$ cat src/rtl/wb_biu_arbiter.sv
// wb_biu_arbiter: round-robin sharing of the single Wishbone BIU between
// cache-line requesters. Each transaction passes through IDLE -> BUSY -> RELEASE,
// which leaves the BIU at least one idle cycle between transactions.
module wb_biu_arbiter #(
  parameter int OPTN_ADDR_WIDTH   = 32,
  parameter int OPTN_DC_LINE_SIZE = 32,
  parameter int OPTN_BIU_NUM_REQ  = 2,
  parameter int DC_LINE_WIDTH     = OPTN_DC_LINE_SIZE * 8,
  parameter int REQ_IDX_WIDTH     = $clog2(OPTN_BIU_NUM_REQ)
) (
  input  logic                                        i_wb_clk,
  input  logic                                        i_wb_rst,
  input  logic [OPTN_BIU_NUM_REQ-1:0]                 i_req_en,
  input  logic [OPTN_BIU_NUM_REQ-1:0]                 i_req_we,
  input  logic [OPTN_BIU_NUM_REQ*OPTN_ADDR_WIDTH-1:0] i_req_addr,
  input  logic [OPTN_BIU_NUM_REQ*DC_LINE_WIDTH-1:0]   i_req_data,
  output logic [OPTN_BIU_NUM_REQ-1:0]                 o_req_gnt,
  output logic [OPTN_BIU_NUM_REQ-1:0]                 o_req_done,
  output logic [DC_LINE_WIDTH-1:0]                    o_req_data,
  output logic                                        o_biu_en,
  output logic                                        o_biu_we,
  output logic [OPTN_ADDR_WIDTH-1:0]                  o_biu_addr,
  output logic [DC_LINE_WIDTH-1:0]                    o_biu_data,
  input  logic [DC_LINE_WIDTH-1:0]                    i_biu_data,
  input  logic                                        i_biu_busy,
  input  logic                                        i_biu_done
);

  localparam int unsigned NUM_REQ_U = OPTN_BIU_NUM_REQ;

  typedef enum logic [1:0] {
    IDLE    = 2'd0,
    BUSY    = 2'd1,
    RELEASE = 2'd2
  } state_t;

  state_t                   state;
  logic [REQ_IDX_WIDTH-1:0] gnt_idx;
  logic [REQ_IDX_WIDTH-1:0] last_idx;
  logic [REQ_IDX_WIDTH-1:0] cand_idx;
  logic [REQ_IDX_WIDTH-1:0] pick_idx;
  logic                     pick_valid;

  // Circular scan starting just after the most recent grant; first requester found wins.
  always_comb begin
    pick_valid = 1'b0;
    pick_idx   = '0;
    cand_idx   = '0;
    for (int unsigned i = 1; i <= NUM_REQ_U; i++) begin
      cand_idx = REQ_IDX_WIDTH'((32'(last_idx) + i) % NUM_REQ_U);
      if (!pick_valid && i_req_en[cand_idx]) begin
        pick_valid = 1'b1;
        pick_idx   = cand_idx;
      end
    end
  end

  // Transaction sequencing; a BIU still reporting busy/done holds off a new grant.
  always_ff @(posedge i_wb_clk) begin
    if (i_wb_rst) begin
      state    <= IDLE;
      gnt_idx  <= '0;
      last_idx <= REQ_IDX_WIDTH'(OPTN_BIU_NUM_REQ - 1);
    end else begin
      case (state)
        IDLE: begin
          if (pick_valid && !i_biu_busy && !i_biu_done) begin
            gnt_idx  <= pick_idx;
            last_idx <= pick_idx;
            state    <= BUSY;
          end
        end
        BUSY: begin
          if (i_biu_done && !i_req_en[gnt_idx]) begin
            state <= RELEASE;
          end
        end
        RELEASE: state <= IDLE;
        default: state <= IDLE;
      endcase
    end
  end

  // BIU request mux and completion routing, active only while BUSY.
  always_comb begin
    o_req_gnt  = '0;
    o_req_done = '0;
    o_req_data = i_biu_data;
    o_biu_en   = 1'b0;
    o_biu_we   = 1'b0;
    o_biu_addr = '0;
    o_biu_data = '0;
    if (state == BUSY) begin
      o_biu_en            = 1'b1;
      o_req_gnt[gnt_idx]  = 1'b1;
      o_req_done[gnt_idx] = i_biu_done;
      o_biu_we            = i_req_we[gnt_idx];
      o_biu_addr          = i_req_addr[32'(gnt_idx) * OPTN_ADDR_WIDTH +: OPTN_ADDR_WIDTH];
      o_biu_data          = i_req_data[32'(gnt_idx) * DC_LINE_WIDTH +: DC_LINE_WIDTH];
    end
  end

  // The granted requester must hold its request until the BIU reports done.
  a_hold_en_until_done: assert property (
    @(posedge i_wb_clk) disable iff (i_wb_rst)
      (state == BUSY && !i_req_en[gnt_idx]) |-> i_biu_done
  );

endmodule
$ cat config.mk
export PLATFORM = sky130hd
export DESIGN_NAME = wb_biu_arbiter
export DESIGN_NICKNAME = d
export VERILOG_FILES = /design/src/rtl/wb_biu_arbiter.sv
export SDC_FILE = /design/constraint.sdc
export NUM_CORES = 1
export LEC_CHECK = 0
export ABC_AREA = 1
export BUFFER_PORTS_ARGS = -buffer_cell sky130_fd_sc_hd__buf_2
export CORE_AREA = 5 5 531 533
export CTS_CLUSTER_SIZE = 30
export DETAILED_ROUTE_END_ITERATION = 10
export DIE_AREA = 0 0 536 538
export PLACE_DENSITY = 0.3
export SYNTH_ARGS = -nofsm -noshare
export SYNTH_HDL_FRONTEND = slang
export SYNTH_SLANG_ARGS = --single-unit
$ cat constraint.sdc
create_clock -name i_wb_clk -period 2.65 [get_ports i_wb_clk]
set_input_delay 0.265 -clock i_wb_clk [delete_from_list [all_inputs] [get_ports i_wb_clk]]
set_output_delay 0.265 -clock i_wb_clk [all_outputs]
set_load 0.01 [all_outputs]
Yosys cells after proc, flatten, opt, wreduce, memory -nomap -nowiden
Index checks and enable logic that the tools add are counted. W data, S select, Z words.

Register bits after elaboration: 4. Bits in latches: 0. Memory bits (writable): 0. Memory bits (read-only): 0. Input port bits: 840. Logic and storage cells: 50. Memories kept: 0.

Add/sub/neg operators: 2. Multiply operators: 0. Divide/modulo/power cells: 0. Magnitude comparators: 4. Equality and inequality tests: 3. Shift-type cells: 2. Muxes and demuxes: 23. Bitwise operators: 1. Reductions and logical operators: 12.

Operators by type and width (number): $shiftx A512 B10 Y256 (1); $mux W256 (1); $shiftx A64 B7 Y32 (1); $mux W32 (1); $mux W1 (15); $mux W2 (4); $lt A1 B2 Y1 const B (3); $logic_and A1 B1 Y1 (5); $logic_not A1 Y1 (4); $ne A2 B2 Y1 const B (2); $pmux W2 S2 (1); $reduce_and A2 Y1 (2); $add A1 B1 Y1 const B (2); $and A2 B2 Y2 (1); $eq A2 B1 Y1 const B (1); $logic_not A2 Y1 (1); $demux W1 S1 (1); $ge A1 B1 Y1 const B (1).

Longest topological paths before layout
Gate-level depths: netlist (run 1).

Depth in word-level cells: 11. Gate-level depth with buffers: 9. Depth with buffers taken out: 6.

Least setup slack after synthesis (run 1)
Ideal clock, no wire load.

Path type: flip-flop to output port. Start point: reg state[0]. End point: out o_biu_addr[0]. Arrival time: 1229 ps. Setup slack: 1156 ps. Stages on the path, launching flop included: 10. Path buffers: 3. Cells stage by stage: dfxtp_1 > inv_2 > nor2_4 > nand2_1 > inv_2 > buf_4 > buf_4 > buf_2 > nand2_1 > nand2_1.

Word-level cells in the longest chain between the ends: 2.

RTL lines: from (decl) (line 37) `state_t state;`; from (signal assigned) (line 61) `state <= IDLE;`; from (signal assigned) (line 70) `state <= BUSY;`; from (signal assigned) (line 75) `state <= RELEASE;`; $eq A2 B1 Y1 (line 93) `if (state == BUSY) begin`; $mux W32 (line 93); to (decl) (line 22) `output logic [OPTN_ADDR_WIDTH-1:0] o_biu_addr,`.

Every way passes these cells.

Final worst setup path (run 1)
Start point: reg state[0]. End point: out o_biu_data[27].

Word-level cells in the longest chain between the ends: 2.

RTL lines: $eq A2 B1 Y1 (line 93); $mux W256 (line 93); to (decl) (line 23) `output logic [DC_LINE_WIDTH-1:0] o_biu_data,`.

Every way passes these cells.

==> results.md, run 1 <==
* Initial Util at 2.08%
* Sequential share of power at 4.2%
* Max rail drop VDD at 0.171 mV
* Final HPWL DP at 168000 um
* Commonest non-fill, non-tap cell in the layout: nand2_1
* Clk slew on worst S/H paths at 0.03 ns
* Slew Limit Fails at 0
* Routed Antenna Nets at 0
* Layout Nets at 2658
* FF-to-FF setup slack at 1.78 ns
* FF+latch area at 80.1 um^2
* I/O Buffers at 877
* CTS tree: done
* Share of layout cells above drive strength 1 at 50.3%
* Syn Inst Count at 1226
* Max Cap Viol at 0
* Final Non-Filler Cells at 5557
* Overflow after GRT at 0
* Slew headroom at 52.4%
* Setup WS post-layout at 0.145 ns
* FMAX at 399 MHz
* Post-Syn Area at 0.00574 mm^2
* Die footprint at 0.288 mm^2
* Htree depth at 1
* First-pass GRT wire length at 193000 um
* Lkg Pwr at 6.62 nW
* Wirelength, routed at 173000 um
* Hold buffer count at cts at 0
* Placeable Area at 0.276 mm^2
* Post-route setup TNS at 0 ns
* Switching Power at 0.801 mW
* Finished Core Util at 4.72%
* HP Class: primary input to flop
* Initial antenna violation count at 216
* WHS Endpoint: state[0]$_SDFFE_PP0P_
* Die Wd at 536 um
* 1st-pass router iterations at 4
* GRT Total Usage at 11.3%
* Clock sinks at 4
* Root Buffer: clkbuf_16
* Crit share post-route at 94.5%
* Cts bufs inserted at 3
* Later-pin clock latency in the skew report at 0.22 ns
* Setup-failing EPs final at 0
* Power Density at 121 mW/mm^2
* Worst-margin pin slew at 0.712 ns
* Site Rows at 193
* Drt wl/cell at 31.2 um
* Worst-case clock buffer depth at 2
* Mapped Nets at 2066
* Final min period at 2.51 ns
* Worst-path fanout max at 44
* Area occupied by multi-input gates at 0.00336 mm^2
* Final Wtd Congestion at 0.860
* Initial DRC Count at 401
* Seq/Total Area, Yosys at 1.40%
* Syn_area_per_cell at 4.68 um^2
* Final Skew at 0.00343 ns
* Critical path endpoint category: primary output
* RSZ-0062 raised after global routing: false
* Commonest non-fill, non-tap cells in the layout: nand2_1, buf_2, buf_4
* Combinational power share at 81.0%
* R2R depth at 5
* Total design power at 1.57 mW
* DRC viols at 0
* Vias in the first global route at 10900
* Hold Path Origin: i_wb_rst
* Internal power at 0.770 mW
* Switch share at 51.0%
* Setup Buffers After CTS at 0
* Worst Setup Path Type: flop to primary output
* IO Count at 1390
* Crit path DAT at 2.24 ns
* Hold Path Cell Cnt at 2
* Crit start category: flop
* Placed cells at 5518
* Largest net degree at the start of global routing at 71
* Vias per inst at 2.01
* Vias at 11200
* YS warnings at 0
* Clock power frac at 14.9%
* Setup WS pre-CTS at 0.337 ns
* Worst EP required at 2.38 ns
* Worst R2R Start: gnt_idx$_SDFFE_PP0P_
* Fillers at 33300
* Hold Fails Final Rpt at 0
* Synth Register Bits at 4
* Post_cts resized at 0
* Die Height at 538 um
* Outcome: finished, final reports clean
* Distinct cells, synth at 11
* Synth-to-layout area growth at 127%
* R2r endpoint: state[0]$_SDFFE_PP0P_
[worst max path at each step]
stage	from	endpoint	depth (start not counted)
after floorplan	state[0]$_SDFFE_PP0P_	o_biu_addr[0]	9
after global placement	state[0]$_SDFFE_PP0P_	o_biu_addr[28]	8
after detailed placement	state[0]$_SDFFE_PP0P_	o_biu_data[24]	8
after CTS	state[0]$_SDFFE_PP0P_	o_biu_data[24]	8
after global routing	state[0]$_SDFFE_PP0P_	o_biu_data[27]	8
final	state[0]$_SDFFE_PP0P_	o_biu_data[27]	8
[layer usage]
| metal | vias to the layer above | global-route usage, % | share of wire (%) |
|---|---|---|---|
| li1 | 4583 | - | - |
| met1 | 4648 | 10.9 | 32 |
| met2 | 1617 | 17.8 | 43 |
| met3 | 296 | 10.5 | 22 |
| met4 | 16 | 2.09 | 3.0 |
| met5 | - | 0.855 | 0.24 |
[cells by family after synthesis]
family                 count (synthesis)  synth area share [%]
buffers and inverters                330                  40.0
DFF                                    4                  1.40
and+or+nand+nor                      889                  58.4
AOI/OAI and AO/OA                      3                 0.262
[critical path, cell delays in order (launching register included)]
cell     delay, ns
dfxtp_1       0.34
inv_2         0.06
nor2_4        0.13
nand2_1       0.16
inv_8         0.23
buf_12        0.24
nand2_1       0.40
nand2_1       0.18
buf_2         0.15
[registers in the layout, summed over array words and instances (netlist names)]
signal	flops
last_idx	1
gnt_idx	1
state	2
[per-stage QoR]
| stage | hold WS (ns) | area [um^2] |
|---|---|---|
| 6_report | 0.242 | 13000 |
| 5_1_grt | 0.246 | 13000 |
| 4_1_cts | 0.240 | 12900 |
| 3_5_place_dp | 0.454 | 12900 |
| 3_3_place_gp | 0.447 | 12900 |
| 2_1_floorplan | 0.334 | 5740 |
[Yosys cell counts]
| cell type | instances | share of area [%] |
|---|---|---|
| a21oi_1 | 3 | 0.26 |
| buf_2 | 60 | 5.2 |
| buf_4 | 259 | 34 |
| buf_6 | 1 | 0.20 |
| dfxtp_1 | 4 | 1.4 |
| inv_1 | 7 | 0.46 |
| inv_2 | 3 | 0.20 |
| nand2_1 | 879 | 58 |
| nand3_1 | 3 | 0.26 |
| nor2_1 | 6 | 0.39 |
| nor2_4 | 1 | 0.20 |
[cell type report]
| class | count | area share [%] |
|---|---|---|
| flip-flops and latches | 4 | 0.615 |
| clock buffers | 3 | 0.576 |
| well taps | 3705 | 35.6 |
| repair buffers | 907 | 36.3 |
| diodes | 36 | 0.692 |
| inverters | 10 | 0.403 |
| multi-input cells | 892 | 25.8 |
[power groups by stage]
stage          clock network, mW  registers [mW]  logic (mW)
3_3_place_gp                   0          0.0662        1.31
3_5_place_dp                   0          0.0663        1.31
5_1_grt                    0.240          0.0658        1.40
4_1_cts                    0.234          0.0655        1.32
6_report                   0.234          0.0657        1.27
2_1_floorplan                  0          0.0659       0.732
No activity file was read; power rests on OpenSTA's default activity.
==> inputs of run 2 (changes only) <==
--- a/config.mk
+++ b/config.mk
@@ -11,7 +11,7 @@
 export CTS_CLUSTER_SIZE = 30
 export DETAILED_ROUTE_END_ITERATION = 10
 export DIE_AREA = 0 0 536 538
-export PLACE_DENSITY = 0.3
+export PLACE_DENSITY_LB_ADDON = 0.2
 export SYNTH_ARGS = -nofsm -noshare
 export SYNTH_HDL_FRONTEND = slang
 export SYNTH_SLANG_ARGS = --single-unit
==> results.md, run 2 (same netlist as run 1, synthesis figures left out) <==
* Wirelength, routed at 164000 um
* Final Skew at 0.00150 ns
* Top flop regs: state: 2 flops, gnt_idx: 1 flops, last_idx: 1 flops
* Initial Util at 2.08%
* Max Cap Viol at 0
* Initial antenna violation count at 144
* Overflow after GRT at 0
* Htree depth at 1
* Clock sinks at 4
* Final min period at 2.50 ns
* Die footprint at 0.288 mm^2
* Commonest non-fill, non-tap cell in the layout: nand2_1
* Max FFs per register at 2
* Largest net degree at the start of global routing at 79
* Largest register by flop count: state
* DRC viols at 0
* Synth-to-layout area growth at 137%
* Hold Fails Final Rpt at 0
* Setup WS post-layout at 0.154 ns
* Slew headroom at 58.8%
* Final Wtd Congestion at 0.908
* Max stage delay cell, worst path: dfxtp_1
* Crit start category: flop
* 1st-pass router iterations at 5
* Slew Limit Fails at 0
* Worst path most repeated cell: nand2_1
* Die Height at 538 um
* Die Wd at 536 um
* Critical path endpoint category: primary output
* I/O Buffers at 877
* Crit share post-route at 94.2%
* Clk slew on worst S/H paths at 0.03 ns
* Initial DRC Count at 487
* Worst-case clock buffer depth at 2
* Share of layout cells above drive strength 1 at 50.5%
* Vias per inst at 1.98
* Final HPWL DP at 157000 um
* Fin Hold WS at 0.234 ns
* Later-pin clock latency in the skew report at 0.22 ns
* GRT Total Usage at 10.7%
* RSZ-0062 raised after global routing: false
* Commonest non-fill, non-tap cells in the layout: nand2_1, buf_2, buf_12
* Crit path largest cell delay at 0.37 ns
* Lkg Pwr at 6.74 nW
* Worst-margin pin slew at 0.619 ns
* Fillers at 33300
* Worst Setup Path Type: flop to primary output
* Site Rows at 193
* Critical-path cell list: inv_2 > nor2_4 > nand2_4 > inv_16 > buf_12 > buf_4 > nand2_1 > nand2_1 > buf_2
* FMAX at 401 MHz
* Worst EP required at 2.38 ns
* Setup-failing EPs final at 0
* CTS tree: done
* Vias in the first global route at 10800
* Vias at 11000
* Drt wl/cell at 29.7 um
* Hold buffer count at cts at 0
* Power Density at 127 mW/mm^2
* Placeable Area at 0.276 mm^2
* Buf+Inv Stages, Crit Path at 5
* Max rail drop VDD at 0.154 mV
* Setup WS pre-CTS at 0.0731 ns
* Outcome: finished, final reports clean
* IO Count at 1390
* Worst-path fanout max at 25
* Layout Nets at 2653
* Cts bufs inserted at 3
* First-pass GRT wire length at 184000 um
* Critical path's top delay family: buffers and inverters
* Root Buffer: clkbuf_16
* HP Class: primary input to flop
* Crit path DAT at 2.23 ns
* Routed Antenna Nets at 0
[run 2: cell types whose count changed in the layout (fill, tap and decap cells not counted)]
cell	previous run	this run
buf_2	877	833
buf_12	9	49
diode_2	36	13
buf_4	21	15
nand2_1	879	873
nand2_2	0	5
buf_16	0	2
clkbuf_4	0	2
inv_16	0	1
inv_6	0	1
inv_8	2	1
nand2_4	0	1
[run 2: what timing repair did]
item | in CTS | in global routing
setup buffers | 4 | 0
endpoints found under the setup margin | 16 | 11
resized for setup | 9 | 5
cloned | 1 | 0
[run 2: metal layers]
| metal | share of wire (%) | global-route usage [%] |
|---|---|---|
| met5 | 0.50 | 1.51 |
| met4 | 2.5 | 1.64 |
| met3 | 28 | 13.2 |
| met2 | 43 | 16.8 |
| met1 | 26 | 8.31 |
[run 2: where the power goes]
part	internal (mW)	switching (mW)	total [mW]
Sequential	0.0636	0.00276	0.0663
Clock	0.193	0.0400	0.233
Combinational	0.589	0.843	1.43
Total	0.845	0.886	1.73
[run 2: per-stage QoR]
stage	power [mW]	utilization, %	cell area, um^2	instances	TNS (ns)
floorplan	0.797	-	5740	1226	0
global placement	1.56	4.86	13400	5509	0
detailed placement	1.55	4.86	13400	5509	0
CTS	1.79	4.91	13600	5517	-0.00660
global route	1.88	4.92	13600	5521	0
finish	1.73	4.93	13600	5529	0
[run 2: path summary, 6_finish.rpt]
check             cells past startpoint             startpoint  slack, ns                    end
hold reg to reg                       2  last_idx$_SDFFE_PP1P_       0.47  last_idx$_SDFFE_PP1P_
hold / removal                        2               i_wb_rst       0.23   gnt_idx$_SDFFE_PP0P_
setup reg to reg                      5  state[0]$_SDFFE_PP0P_       1.74   gnt_idx$_SDFFE_PP0P_
setup / recovery                      9  state[0]$_SDFFE_PP0P_       0.15         o_biu_data[20]
[run 2: layout make-up]
cell class	instances	area (um^2)	share of cell area, %
flip-flops and latches	4	80.1	0.588
well taps	3705	4640	34.1
clock buffers	3	75.1	0.552
multi-input cells	892	3380	24.9
inverters	10	61.3	0.450
diodes	13	32.5	0.239
repair buffers	901	5330	39.2
repair inverters	1	8.76	0.0644
